`src/rtl/z80_im2_intc_if.sv`:
```
// CPU-side bus bundle of the Z80 IM2 interrupt controller: IO strobes, address, data and nINT.
// The CPU (or bench) takes the master view, the controller takes the slave view.
interface z80_im2_intc_if;
    logic [7:0] Address;
    logic [7:0] DataIn;
    logic [7:0] DataOut;
    logic       DataOE;
    logic       nIORQ;
    logic       nRD;
    logic       nWR;
    logic       nM1;
    logic       nINT;

    modport master (output Address, DataIn, nIORQ, nRD, nWR, nM1,
                    input  DataOut, DataOE, nINT);
    modport slave  (input  Address, DataIn, nIORQ, nRD, nWR, nM1,
                    output DataOut, DataOE, nINT);
endinterface

```
`src/rtl/z80_im2_intc.sv`:
```
// Z80 mode-2 interrupt controller: edge-latched requests, mask, fixed priority with nesting,
// IO-mapped registers and a per-channel vector returned during interrupt acknowledge.
module z80_im2_intc #(
    parameter int         NUM_CH  = 4,
    parameter logic [7:0] IO_BASE = 8'h04
) (
    input  logic              CLK,
    input  logic              nRESET,
    input  logic [NUM_CH-1:0] irq,
    z80_im2_intc_if.slave     bus
);
    typedef enum logic {AckIdle, AckActive} ackState_t;

    logic [NUM_CH-1:0] sync1Reg, sync2Reg, syncPrevReg, edgeDet;
    logic [NUM_CH-1:0] pendingReg, pendingNext;
    logic [NUM_CH-1:0] maskReg, maskNext;
    logic [NUM_CH-1:0] isrReg, isrNext;
    logic [NUM_CH-1:0] eligible, ackOneHot, eoiOneHot;
    logic [3:0]        vbaseReg, vbaseNext;
    logic [2:0]        chReg, reqCh, ackCh;
    logic              spurReg, reqValid, ackSpur, blocked;
    logic              wrPrevReg, nIntReg;
    ackState_t         stateReg, stateNext;
    logic              inWindow, inta, intaFirst, wrQual, rdQual, wrFire;
    logic [7:0]        rdData, vector;
    logic [1:0]        offset;

    assign offset   = bus.Address[1:0];
    assign inWindow = (bus.Address[7:2] == IO_BASE[7:2]);
    assign inta     = ~bus.nM1 & ~bus.nIORQ;
    assign wrQual   = ~bus.nIORQ & bus.nM1 & ~bus.nWR & inWindow;
    assign rdQual   = ~bus.nIORQ & bus.nM1 & ~bus.nRD & inWindow;
    // A write strobe held over several clocks acts only once
    assign wrFire   = wrQual & ~wrPrevReg;

    genvar gi;
    generate
        for (gi = 0; gi < NUM_CH; gi++) begin : gChan
            assign edgeDet[gi]  = sync2Reg[gi] & ~syncPrevReg[gi];
            assign eligible[gi] = pendingReg[gi] & ~maskReg[gi];
        end
    endgenerate

    // Channel i may request only while no in-service bit at index <= i is set
    always_comb begin
        blocked   = 1'b0;
        reqValid  = 1'b0;
        reqCh     = '0;
        ackOneHot = '0;
        eoiOneHot = '0;
        for (int i = 0; i < NUM_CH; i++) begin
            if (isrReg[i] && !blocked) eoiOneHot[i] = 1'b1;
            blocked = blocked | isrReg[i];
            if (!blocked && !reqValid && eligible[i]) begin
                reqValid     = 1'b1;
                reqCh        = 3'(i);
                ackOneHot[i] = 1'b1;
            end
        end
    end

    always_ff @(posedge CLK or negedge nRESET) begin
        if (!nRESET) stateReg <= AckIdle;
        else         stateReg <= stateNext;
    end

    always_comb begin
        stateNext = inta ? AckActive : AckIdle;
    end

    // First acknowledge cycle uses the live winner; later cycles replay the latched one
    always_comb begin
        intaFirst = inta && (stateReg == AckIdle);
        ackCh     = (stateReg == AckActive) ? chReg : reqCh;
        ackSpur   = (stateReg == AckActive) ? spurReg : ~reqValid;
    end

    always_comb begin
        pendingNext = pendingReg;
        maskNext    = maskReg;
        isrNext     = isrReg;
        vbaseNext   = vbaseReg;
        if (wrFire) begin
            case (offset)
                2'd0:    pendingNext = pendingReg & ~bus.DataIn[NUM_CH-1:0];
                2'd1:    maskNext    = bus.DataIn[NUM_CH-1:0];
                2'd2:    vbaseNext   = bus.DataIn[7:4];
                default: isrNext     = isrReg & ~eoiOneHot;
            endcase
        end
        if (intaFirst && reqValid) begin
            pendingNext = pendingNext & ~ackOneHot;
            isrNext     = isrNext | ackOneHot;
        end
        // A fresh edge wins over a same-cycle clear
        pendingNext = pendingNext | edgeDet;
    end

    always_comb begin
        case (offset)
            2'd0:    rdData = 8'(pendingReg);
            2'd1:    rdData = 8'(maskReg);
            2'd2:    rdData = {vbaseReg, 4'h0};
            default: rdData = 8'(isrReg);
        endcase
        vector      = {vbaseReg, (ackSpur ? 3'b111 : ackCh), 1'b0};
        bus.DataOE  = nRESET & (inta | rdQual);
        bus.DataOut = 8'h00;
        if (nRESET && inta)        bus.DataOut = vector;
        else if (nRESET && rdQual) bus.DataOut = rdData;
    end

    assign bus.nINT = nIntReg;

    always_ff @(posedge CLK or negedge nRESET) begin
        if (!nRESET) begin
            sync1Reg    <= '0;
            sync2Reg    <= '0;
            syncPrevReg <= '0;
            pendingReg  <= '0;
            maskReg     <= '1;
            isrReg      <= '0;
            vbaseReg    <= '0;
            chReg       <= '0;
            spurReg     <= 1'b0;
            wrPrevReg   <= 1'b0;
            nIntReg     <= 1'b1;
        end else begin
            sync1Reg    <= irq;
            sync2Reg    <= sync1Reg;
            syncPrevReg <= sync2Reg;
            pendingReg  <= pendingNext;
            maskReg     <= maskNext;
            isrReg      <= isrNext;
            vbaseReg    <= vbaseNext;
            wrPrevReg   <= wrQual;
            nIntReg     <= ~reqValid;
            if (intaFirst) begin
                chReg   <= reqCh;
                spurReg <= ~reqValid;
            end
        end
    end
endmodule

```
`src/flat_wrapper.sv`:
```
// flat-port wrapper written by rule: the top's interface ports become plain ports
module z80_im2_intc_flat 
#(
    parameter int         NUM_CH  = 4,
    parameter logic [7:0] IO_BASE = 8'h04
)
  (CLK, nRESET, irq, bus_Address, bus_DataIn, bus_nIORQ, bus_nRD, bus_nWR, bus_nM1, bus_DataOut, bus_DataOE, bus_nINT);
  z80_im2_intc_if bus_i ();
  input  logic CLK;
  input  logic nRESET;
  input  logic [NUM_CH-1:0] irq;
  input wire logic [$bits(bus_i.Address)-1:0] bus_Address;
  input wire logic [$bits(bus_i.DataIn)-1:0] bus_DataIn;
  input wire logic [$bits(bus_i.nIORQ)-1:0] bus_nIORQ;
  input wire logic [$bits(bus_i.nRD)-1:0] bus_nRD;
  input wire logic [$bits(bus_i.nWR)-1:0] bus_nWR;
  input wire logic [$bits(bus_i.nM1)-1:0] bus_nM1;
  output wire logic [$bits(bus_i.DataOut)-1:0] bus_DataOut;
  output wire logic [$bits(bus_i.DataOE)-1:0] bus_DataOE;
  output wire logic [$bits(bus_i.nINT)-1:0] bus_nINT;
  assign bus_i.Address = bus_Address;
  assign bus_i.DataIn = bus_DataIn;
  assign bus_i.nIORQ = bus_nIORQ;
  assign bus_i.nRD = bus_nRD;
  assign bus_i.nWR = bus_nWR;
  assign bus_i.nM1 = bus_nM1;
  assign bus_DataOut = bus_i.DataOut;
  assign bus_DataOE = bus_i.DataOE;
  assign bus_nINT = bus_i.nINT;
  z80_im2_intc #(.NUM_CH(NUM_CH), .IO_BASE(IO_BASE)) u_core (.CLK(CLK), .nRESET(nRESET), .irq(irq), .bus(bus_i));
endmodule
```
`config.mk`:
```
export PLATFORM = sky130hd
export DESIGN_NAME = z80_im2_intc_flat
export DESIGN_NICKNAME = d
export VERILOG_FILES = /design/src/rtl/z80_im2_intc_if.sv /design/src/rtl/z80_im2_intc.sv /design/src/flat_wrapper.sv
export SDC_FILE = /design/constraint.sdc
export NUM_CORES = 1
export LEC_CHECK = 0
export ABC_AREA = 1
export CORE_MARGIN = 4
export CORE_UTILIZATION = 50
export DETAILED_ROUTE_END_ITERATION = 8
export HOLD_SLACK_MARGIN = 0.02
export PLACE_DENSITY = 0.79
export SYNTH_ARGS = -nofsm -noshare
export SYNTH_HDL_FRONTEND = slang
export SYNTH_SLANG_ARGS = --single-unit
export TNS_END_PERCENT = 1
```
`constraint.sdc`:
```
create_clock -name CLK -period 2.12 [get_ports CLK]
set_clock_uncertainty 0.1 [all_clocks]
set_input_delay 0.424 -clock CLK [delete_from_list [all_inputs] [get_ports CLK]]
set_output_delay 0.424 -clock CLK [all_outputs]
set_load 0.1 [all_outputs]
```
==> impl_summary.txt <==
----------------------------------------------------
[Logic synthesis]
  Number of flip-flops and latches in the synthesized netlist ... 34
  Net count of the mapped netlist ... 230
  Post-synthesis sequential area ratio ... 0.512
  Post-synthesis instance area ... roughly 1700 sq um
  Instance count of the mapped netlist ... 204
  Avg Synthesized Cell Area ... 8.21 sq um
  Distinct cell type count of the synthesized netlist ... 26
  Count of yosys warnings during synthesis ... 0

[Route]
  Wire per inst ... ~15 microns
  Average vias per placed instance ... between 5 and 6
  Pre-Repair DR Iteration Count ... 4
  Routed Wire Length ... between 4000 and 5000 microns
  Via count ... 1697
  Post-route DRC ... 0
  Final ANT Viol Nets ... 0
  Iteration-0 DRC count of the detailed router ... approximately 150

[Cells and area]
  Layout Area Growth over Synthesis ... 56.8%
  Top library cells by usage in the layout, fill and taps aside ... sky130_fd_sc_hd__nand2_1, sky130_fd_sc_hd__buf_4, sky130_fd_sc_hd__dfrtp_1, sky130_fd_sc_hd__inv_1
  Fraction of layout cells with a size suffix above 1 ... 0.364
  Net count, final ... 305
  Final core utilization ... 0.840
  Most frequent standard cell in the layout excluding fill and tap cells ... sky130_fd_sc_hd__nand2_1
  Antenna Diode Count ... 0

[Worst setup path]
  Type of origin of the critical path ... flip-flop
  Critical path buffer and inverter count ... 2
  Crit-path cells ... inv_2 -> nand2_4 -> nor2_4 -> nor2_4 -> nand3_1 -> nand3_1 -> nand2_1 -> nand3_2 -> buf_12
  Top delay family on crit path ... simple AND/OR/NAND/NOR gates
  Max Fanout on Critical Path ... 4
  Type of the worst setup path ... reg2out
  Crit. End Element ... output port
  Critical-path cell with the highest stage delay ... sky130_fd_sc_hd__dfstp_2
  Endpoint arrival time on the critical path ... between 1500 and 2000 ps
  CP required ... about 1600 ps
  Maximum single-stage delay on the critical path ... ~540 ps

[CTS]
  TritonCTS clock tree ... yes
  Clock H-tree levels ... 2
  Number of buffers created by CTS ... 5
  Number of clock sinks ... 34
  CTS root buf ... sky130_fd_sc_hd__clkbuf_4
  Maximum buffer depth of the clock tree ... 2
  Latest clock arrival within the worst-skew pair ... approximately 340 ps
  Clock transition at path regs ... ~90 ps

[Floorplan]
  Area inside the core boundary ... 3130 sq um
  Chip height ... around 66 microns
  Die Area ... ~4300 sq um
  Starting utilization of the core area ... 0.536
  Count of boundary I/O pins ... 36
  Number of standard-cell rows in the floorplan ... 20
  Width of the die ... approximately 66 microns

[Place]
  Routability-driven placement congestion ratio ... about 1.0
  Setup Slack @ Placement ... -314 ps
  Placed wire-length estimate ... 3380 microns
  Quantity of I/O buffers inserted on ports ... 35

[Pwr]
  Sequential group share of total power ... 0.531
  Clk network pwr share ... 0.274
  Total power density per cell area ... ~500 nW/um^2
  Static Leak ... ~1.3 nW
  Internal ... 0.954 mW
  Peak supply drop ... 0.000457 V
  Psw ... ~0.37 mW
  Relative contribution of combinational cells to total power ... 0.195
  Switching share of power ... 0.279

[STA]
  Final hold slack ... approximately 67 ps
  Setup repair after global routing missed its margin ... true
  Period utilisation layout ... 1.08
  Number of max-slew violations in the final report ... 0
  Headroom to the max-slew limit ... 0.765
  Total count of hold-check failures in the final report ... 0
  Final WS setup ... -163 ps
  Final period demand of the worst path ... about 2300 ps
  Endpoints failing setup ... 9
  Timing-limited maximum frequency ... 0.438 GHz
  Slew at the pin with the worst max-slew slack ... between 300 and 400 ps

[GRT]
  Pin count of the biggest net entering global routing ... 24
  Global-route wire length before repair ... 7510 microns
  Global route overflow ... 0
  Antenna violations before repair ... 0
  Overall global routing resource usage ... 0.234
  Via count of the first global-routing pass ... between 1500 and 2000

[Hold path]
  Worst min-delay path class ... in2async

[Run status]
  Outcome ... complete, but fails checks
  Failing checks ... negative setup slack

[Flow run]
  Total of max-cap violations ... 0

----------------------------------------------------
[synth_stat cells, drive strengths merged]
cell     count  share of area
a21boi       1         0.0045
a21oi        5          0.015
a31o         1         0.0052
a31oi        1         0.0037
buf          1         0.0067
dfrtp       29           0.43
dfstp        5          0.078
inv         26          0.058
nand2       67           0.15
nand3       18          0.060
nand3b       3          0.021
nand4        3          0.011
nor2        25          0.075
nor3         2          0.013
o2111ai      1         0.0052
o211ai       3          0.013
o21ai       11          0.035
o22ai        1         0.0037
o31ai        1         0.0045
[metal layers]
layer	global-route usage	vias to the layer above	share of wire
met5	0	-	0
met4	0.127	0	0.027
met3	0.0595	12	0.067
met2	0.375	70	0.51
met1	0.287	804	0.40
li1	-	811	-
[logic make-up (layout without fill, tap and decap cells)]
group                  count (synthesis)  count (layout)  share of synthesized area
AOI/OAI and AO/OA                     25              25                     0.0904
buffers and inverters                 27             103                     0.0650
DFF                                   34              34                      0.512
and+or+nand+nor                      118             118                      0.333
[final timing paths]
| path | start | end | slack (ps) | depth (start not counted) |
|---|---|---|---|---|
| worst max-delay path | u_core.maskReg[0]$_DFFE_PN1P_ | bus_DataOut[1] | -160 | 9 |
| worst min-delay path | nRESET | u_core.isrReg[1]$_DFF_PN0_ | 70 | 2 |
| worst max register to register | u_core.maskReg[0]$_DFFE_PN1P_ | u_core.isrReg[0]$_DFF_PN0_ | 470 | 9 |
| worst min register to register | u_core.sync1Reg[1]$_DFF_PN0_ | u_core.sync2Reg[1]$_DFF_PN0_ | 260 | 0 |
| max in group asynchronous | nRESET | u_core.stateReg$_DFF_PN0_ | 1200 | 3 |
| min in group CLK | u_core.sync1Reg[1]$_DFF_PN0_ | u_core.sync2Reg[1]$_DFF_PN0_ | 260 | 0 |
[area by class of cell]
class                           instances  area (sq um)
Tap cell                               44          55.1
Inverter                               26          97.6
Sequential cell                        34           858
Multi-Input combinational cell        143           847
Clock buffer                            7          55.1
Timing Repair Buffer                   69           709
Fill cell                             180           500
Clock inverter                          1          5.00
[repair_timing]
| item | CTS | global route |
|---|---|---|
| setup endpoints to repair | 9 | 9 |
| hold buffers | 0 | 1 |
| resized for setup | 27 | 19 |
| pin swaps | 10 | 12 |
| hold endpoints to repair | 0 | 2 |
| setup buffers | 5 | 7 |
[flip-flops by register name (all words and copies together) (netlist names)]
register,cells
u_core.isrReg,4
u_core.maskReg,4
u_core.pendingReg,4
u_core.sync1Reg,4
u_core.sync2Reg,4
u_core.syncPrevReg,4
u_core.vbaseReg,4
u_core.chReg,2
u_core.bus.nINT,1
u_core.spurReg,1
u_core.stateReg,1
u_core.wrPrevReg,1
[power by group through the flow]
stage | clock [mW] | combinational [mW] | sequential, mW
after global placement | 0 | 0.229 | 0.711
final | 0.363 | 0.259 | 0.703
after floorplan | 0 | 0.0984 | 0.713
after global routing | 0.422 | 0.276 | 0.707
after detailed placement | 0 | 0.234 | 0.712
after CTS | 0.377 | 0.238 | 0.701
[stage by stage]
stage / instance area, sq um / total power, mW / TNS (ps) / cells
detailed placement: 2350 / 0.946 / -2330 / 303
finish: 2630 / 1.32 / -971 / 324
global placement: 2350 / 0.940 / -1980 / 303
CTS: 2490 / 1.32 / -1120 / 316
global route: 2630 / 1.40 / -1410 / 324
floorplan: 1700 / 0.812 / -1620 / 204
Power figures use the tool's default switching activity.
